**config.mk**
```make
export PLATFORM = sky130hd
export DESIGN_NAME = elastic_pipeline
export DESIGN_NICKNAME = d
export VERILOG_FILES = /design/src/rtl/elastic_pipeline.sv
export SDC_FILE = /design/constraint.sdc
export NUM_CORES = 1
export LEC_CHECK = 0
export ABC_AREA = 1
export CORE_MARGIN = 1
export CORE_UTILIZATION = 44
export CTS_CLUSTER_SIZE = 30
export DETAILED_ROUTE_END_ITERATION = 7
export GPL_TIMING_DRIVEN = 1
export PLACE_DENSITY = 0.79
export SKIP_LAST_GASP = 1
export SYNTH_ARGS = -nofsm -noshare
export SYNTH_HDL_FRONTEND = slang
export SYNTH_SLANG_ARGS = --single-unit
```
**constraint.sdc**
```tcl
create_clock -name clk_in -period 2.8 [get_ports clk_in]
set_input_delay 0.84 -clock clk_in [delete_from_list [all_inputs] [get_ports clk_in]]
set_output_delay 0.84 -clock clk_in [all_outputs]
set_load 0.01 [all_outputs]
```
**src/rtl/elastic_pipeline.sv**
```systemverilog
// elastic_pipeline: DEPTH-stage valid/ready register pipeline with bubble
// collapsing, synchronous flush, registered occupancy count and per-stage taps.
// Optional feature macro: ELASTIC_PIPE_SKID_EN adds a 2-entry skid buffer in
// front of stage 0 so that ready_out is a register (no path from ready_in).
module elastic_pipeline #(
  parameter int WIDTH = 16,
  parameter int DEPTH = 4,
  parameter int CNT_W = $clog2(DEPTH + 3)
) (
  input  logic             clk_in,
  input  logic             rst_in,
  input  logic [WIDTH-1:0] data_in,
  input  logic             valid_in,
  output logic             ready_out,
  output logic [WIDTH-1:0] data_out,
  output logic             valid_out,
  input  logic             ready_in,
  input  logic             flush_in,
  output logic [CNT_W-1:0] count_out,
  output logic [WIDTH-1:0] stage_data_out [DEPTH-1:0],
  output logic [DEPTH-1:0] stage_valid_out
);

  function automatic logic [CNT_W-1:0] popcount(input logic [DEPTH-1:0] v);
    logic [CNT_W-1:0] n;
    n = '0;
    for (int i = 0; i < DEPTH; i++) begin
      n = n + CNT_W'(v[i]);
    end
    return n;
  endfunction

  logic [WIDTH-1:0] data_q [DEPTH];
  logic [WIDTH-1:0] data_d [DEPTH];
  logic [DEPTH-1:0] valid_q;
  logic [DEPTH-1:0] valid_d;
  logic [DEPTH-1:0] adv_s;
  logic [CNT_W-1:0] count_q;
  logic [CNT_W-1:0] count_d;
  logic [WIDTH-1:0] src_data_s;
  logic             src_valid_s;
  logic [CNT_W-1:0] skid_occ_s;

  // Advance chain: a stage moves when it is empty or its successor moves.
  always_comb begin
    adv_s = '0;
    adv_s[DEPTH-1] = !valid_q[DEPTH-1] || ready_in;
    for (int i = DEPTH - 2; i >= 0; i--) begin
      adv_s[i] = !valid_q[i] || adv_s[i+1];
    end
  end

`ifdef ELASTIC_PIPE_SKID_EN
  logic [WIDTH-1:0] skid_data_q [2];
  logic [WIDTH-1:0] skid_data_d [2];
  logic [1:0]       skid_cnt_q;
  logic [1:0]       skid_cnt_d;
  logic             ready_q;
  logic             ready_d;
  logic             accept_s;
  logic             push_s;
  logic             pop_s;

  // A flush always takes (and drops) the offered beat.
  assign ready_out  = ready_q || flush_in;
  assign skid_occ_s = CNT_W'(skid_cnt_d);

  // Skid buffer: its head feeds stage 0 first; the input bypasses it only when empty.
  always_comb begin
    accept_s    = valid_in && ready_out;
    skid_data_d = skid_data_q;
    skid_cnt_d  = skid_cnt_q;
    pop_s       = adv_s[0] && (skid_cnt_q != 2'd0);
    push_s      = accept_s && !((skid_cnt_q == 2'd0) && adv_s[0]);
    if (skid_cnt_q != 2'd0) begin
      src_data_s  = skid_data_q[0];
      src_valid_s = 1'b1;
    end else begin
      src_data_s  = data_in;
      src_valid_s = accept_s;
    end
    if (pop_s) begin
      skid_data_d[0] = skid_data_q[1];
      skid_cnt_d     = skid_cnt_q - 2'd1;
    end else begin
      skid_cnt_d     = skid_cnt_q;
    end
    if (push_s && (skid_cnt_d != 2'd2)) begin
      skid_data_d[skid_cnt_d[0]] = data_in;
      skid_cnt_d                 = skid_cnt_d + 2'd1;
    end else begin
      skid_cnt_d                 = skid_cnt_d;
    end
    if (flush_in) begin
      skid_cnt_d = 2'd0;
    end else begin
      skid_cnt_d = skid_cnt_d;
    end
    ready_d = (skid_cnt_d != 2'd2);
  end

  // Skid storage and the registered ready (low while in reset).
  always_ff @(posedge clk_in or posedge rst_in) begin
    if (rst_in) begin
      skid_data_q[0] <= '0;
      skid_data_q[1] <= '0;
      skid_cnt_q     <= 2'd0;
      ready_q        <= 1'b0;
    end else begin
      skid_data_q    <= skid_data_d;
      skid_cnt_q     <= skid_cnt_d;
      ready_q        <= ready_d;
    end
  end
`else
  // Without a skid buffer ready propagates combinationally from ready_in.
  assign ready_out   = adv_s[0] || flush_in;
  assign src_data_s  = data_in;
  assign src_valid_s = valid_in && ready_out;
  assign skid_occ_s  = '0;
`endif

  // Stage next state: shift on advance, hold otherwise; flush drops valid bits only.
  always_comb begin
    data_d  = data_q;
    valid_d = valid_q;
    for (int i = DEPTH - 1; i > 0; i--) begin
      if (adv_s[i]) begin
        data_d[i]  = data_q[i-1];
        valid_d[i] = valid_q[i-1];
      end else begin
        data_d[i]  = data_q[i];
        valid_d[i] = valid_q[i];
      end
    end
    if (adv_s[0]) begin
      data_d[0]  = src_data_s;
      valid_d[0] = src_valid_s;
    end else begin
      data_d[0]  = data_q[0];
      valid_d[0] = valid_q[0];
    end
    if (flush_in) begin
      data_d  = data_q;
      valid_d = '0;
    end else begin
      valid_d = valid_d;
    end
    count_d = popcount(valid_d) + skid_occ_s;
  end

  // Stage registers and occupancy count, cleared asynchronously by reset.
  always_ff @(posedge clk_in or posedge rst_in) begin
    if (rst_in) begin
      for (int i = 0; i < DEPTH; i++) begin
        data_q[i] <= '0;
      end
      valid_q <= '0;
      count_q <= '0;
    end else begin
      data_q  <= data_d;
      valid_q <= valid_d;
      count_q <= count_d;
    end
  end

  assign data_out        = data_q[DEPTH-1];
  assign valid_out       = valid_q[DEPTH-1];
  assign count_out       = count_q;
  assign stage_valid_out = valid_q;

  // Per-stage data taps.
  always_comb begin
    for (int i = 0; i < DEPTH; i++) begin
      stage_data_out[i] = data_q[i];
    end
  end

endmodule

```
==> results of run 1 <==
==> flip-flops by register name, indices dropped and copies added (netlist names) <==
register	cells
data_out	16
stage_valid_out	4
count_out	3
stage_data_out	48
==> worst max path at each step <==
stage	endpoint	depth (start not counted)	slack [ns]
2_1_floorplan	count_out[0]	1	0.16
3_3_place_gp	ready_out	6	-0.23
3_5_place_dp	ready_out	6	-0.29
4_1_cts	ready_out	6	0.05
5_1_grt	count_out[1]	9	0.06
6_report	count_out[1]	9	0.12
==> synthesized netlist by cell type <==
master,count
inv_1,18
fa_1,1
dfrtp_1,71
ha_1,2
buf_2,3
nor2_1,11
nand2_1,101
nand3_1,44
nand4_4,1
nor2_4,1
nand2_2,1
a21oi_2,1
buf_4,22
inv_2,2
a21oi_1,11
nand3_4,1
nand2_4,4
o21ai_0,12
buf_6,3
buf_1,2
==> per-layer routing <==
layer / GRT usage / part of all wire
met1: 0.250 / 0.43
met2: 0.334 / 0.51
met3: 0.0560 / 0.047
met4: 0.0847 / 0.021
met5: 0 / 0
==> through the flow <==
stage,util,setup WS (ns)
6_report,0.653,0.123
5_1_grt,0.653,0.0629
4_1_cts,0.653,0.0471
3_5_place_dp,0.623,-0.295
3_3_place_gp,0.623,-0.229
2_1_floorplan,-,0.163
==> power breakdown <==
part           internal (mW)  total (mW)  switching, mW
Combinational          0.333       0.588          0.255
Clock                  0.432       0.779          0.347
Sequential              1.14        1.23         0.0924
==> cell type report <==
class | count | area [sq um]
fillers | 528 | 2240
flip-flops and latches | 71 | 1780
repair buffers | 117 | 1160
multi-input cells | 191 | 918
clock buffers | 12 | 145
well taps | 77 | 96.3
inverters | 20 | 75.1
clock inverters | 4 | 45.0
==> tightest hold or removal path, stage by stage, from the launching register on <==
cell and delay [ns]:
dfrtp_1 0.36, nand2_1 0.06, nand2_1 0.05
==> timing repair <==
item                                   in CTS  in global routing
gates resized for setup                     4                  1
setup endpoints to repair                   1                  1
endpoints found under the hold margin       0                  0
pin swaps                                   1                  1
==> logic make-up after synthesis <==
logic type,after synthesis
simple gates,164
flops,71
buf+inv,50
fa+ha+maj,3
compound gates,24
==> key figures, run 1 <==
Placed design
  • DP Area: 4020 sq um
  • Post-Place Cells: between 400 and 500
  • Final HPWL from detailed placement: around 4.8 mm
  • Gp weighted congestion: 0.886
  • PortBufs: 109

Synthesis
  • Synth Cell Area: 2980 sq um
  • Post-Syn Instances: 312
  • Area leader, netlist: dfrtp_1
  • Mapped Avg Cell Area: 9.56 sq um
  • Area share of fa/ha/maj cells after synthesis: 0.0151
  • Simple-Gate Fraction of Synth Area: 0.249
  • Register area share after synthesis: 0.595
  • Yosys warning total: 0
  • Number of register bits inferred by synthesis: 71
  • Unique masters post-synth: 20
  • Synth Area in Compound Gates: 0.0415
  • Top cells by area, synth: dfrtp_1 (60%), nand2_1 (13%), nand3_1 (7.4%)
  • XOR/XNOR share of the synthesized area: 0
  • Largest family of logic cells by synthesized area: simple AND/OR/NAND/NOR gates
  • Mapped Nets: 336
  • Mux contribution to synthesized area: 0
  • Top-area cell type share of the netlist area: 0.595

Die
  • Initial Util: 0.462
  • Core footprint: 6460 sq um
  • Chip Width: between 80 and 90 um
  • Rows: 29
  • DIE HEIGHT: around 84 um
  • IO Count: 110
  • Die area: 7120 sq um

Cells and area
  • Layout Cells excl Fill: 492
  • Commonest non-fill, non-tap cell in the layout: clkdlybuf4s50_1
  • Commonest non-fill, non-tap cells in the layout: clkdlybuf4s50_1 (108), nand2_1 (101), dfrtp_1 (71)
  • Area growth syn-to-layout: 41.3%
  • Layout cells sized above 1: 0.0867
  • # diodes: 0
  • Post-layout nets: 434
  • Design area: around 4200 sq um

Pwr
  • Leak pwr: just over 2 nW
  • Power Total: 2.60 mW
  • Max IR drop VDD: 0.454 mV
  • P per Cell Area: 617 nW/um^2

Routing
  • Router iterations before antenna repair: 7
  • Via Count: 2359
  • Drt drc: 7
  • Wire per inst: around 13 um
  • First DRT Iteration DRCs: ~140
  • WL final: 6.58 mm
  • Antenna viol nets, final: 0
  • DR vias/cell: 4.79

Run
  • Max Cap Viol: 0

Critical path
  • Setup CP Type: primary input to flop
  • R2r startpoint: stage_valid_out[2]
  • Critical path launch point type: primary input
  • Reg2reg path depth: 7
  • Crit-path max FO: 3
  • Worst path required time: 3.01 ns
  • Critical Path AT: 2.88 ns
  • Flop2flop setup slack: around 0.66 ns
  • Crit path cell chain: clkdlybuf4s50_1 -> nor2_4 -> nand3_4 -> a21oi_1 -> inv_1 -> fa_1 -> inv_1 -> ha_1 -> ha_1
  • FF-to-FF End: count_out[1]
  • CP peak stage delay: 0.53 ns
  • Critical path buffers and inverters: 3
  • Crit. End Element: flop
  • Setup crit start: ready_in
  • Slowest CP cell: fa_1
  • CP delay by family, top: adder cells

Clock tree
  • Worst-Skew Late Latency: 0.33 ns
  • Num CTS Buffers: 9
  • Postcts setup bufs: 0
  • Hold buffer count at cts: 0
  • CTS clk-pin slew, worst paths: 0.07 ns
  • Maximum clock insertion buffer count: 2
  • H-tree lvl count: 3
  • CTS root buf: clkbuf_8
  • CTS tree: built
  • Clock Sinks: 71

Timing
  • Worst hold slack: slightly below 0.5 ns
  • Fmax: 0.374 GHz
  • Setup_tns: 0 ns
  • Final count of pins violating max slew: 0
  • # setup viols final: 0
  • Tcrit/Tclk final: 0.956
  • Worst slew margin: 0.728
  • Final hold violation count: 0
  • Worst slew pin tran: 0.407 ns
  • Clock Skew: 0.00811 ns
  • Unrepaired setup endpoints after global routing: false
  • Post-layout min period: 2.68 ns

Hold path
  • Hold Crit Endpoint: data_out[14]
  • Hold Path Depth: 2
  • Hold path startpoint: data_out[14]
  • Hold crit path type: flop to flop

Status
  • Failing checks: DRC
  • Status: complete, but fails checks

Global route
  • Largest net degree at the start of global routing: 36
  • First-pass GRT wire length: between 10 and 15 mm
  • Initial antenna violation count: 0
  • Tot GR Track Use: 0.201
  • Total gr overflow: 0
  • Vias in the first global route: 2297
Power figures use the tool's default switching activity.
==> inputs of run 2 (changes only) <==
--- a/config.mk
+++ b/config.mk
@@ -8,6 +8,7 @@
 export ABC_AREA = 1
 export CORE_MARGIN = 1
 export CORE_UTILIZATION = 44
+export CTS_CLUSTER_DIAMETER = 150
 export CTS_CLUSTER_SIZE = 30
 export DETAILED_ROUTE_END_ITERATION = 7
 export GPL_TIMING_DRIVEN = 1
==> results of run 2 <==
No change in the layout: final DEF, timing and power equal those of run 1.
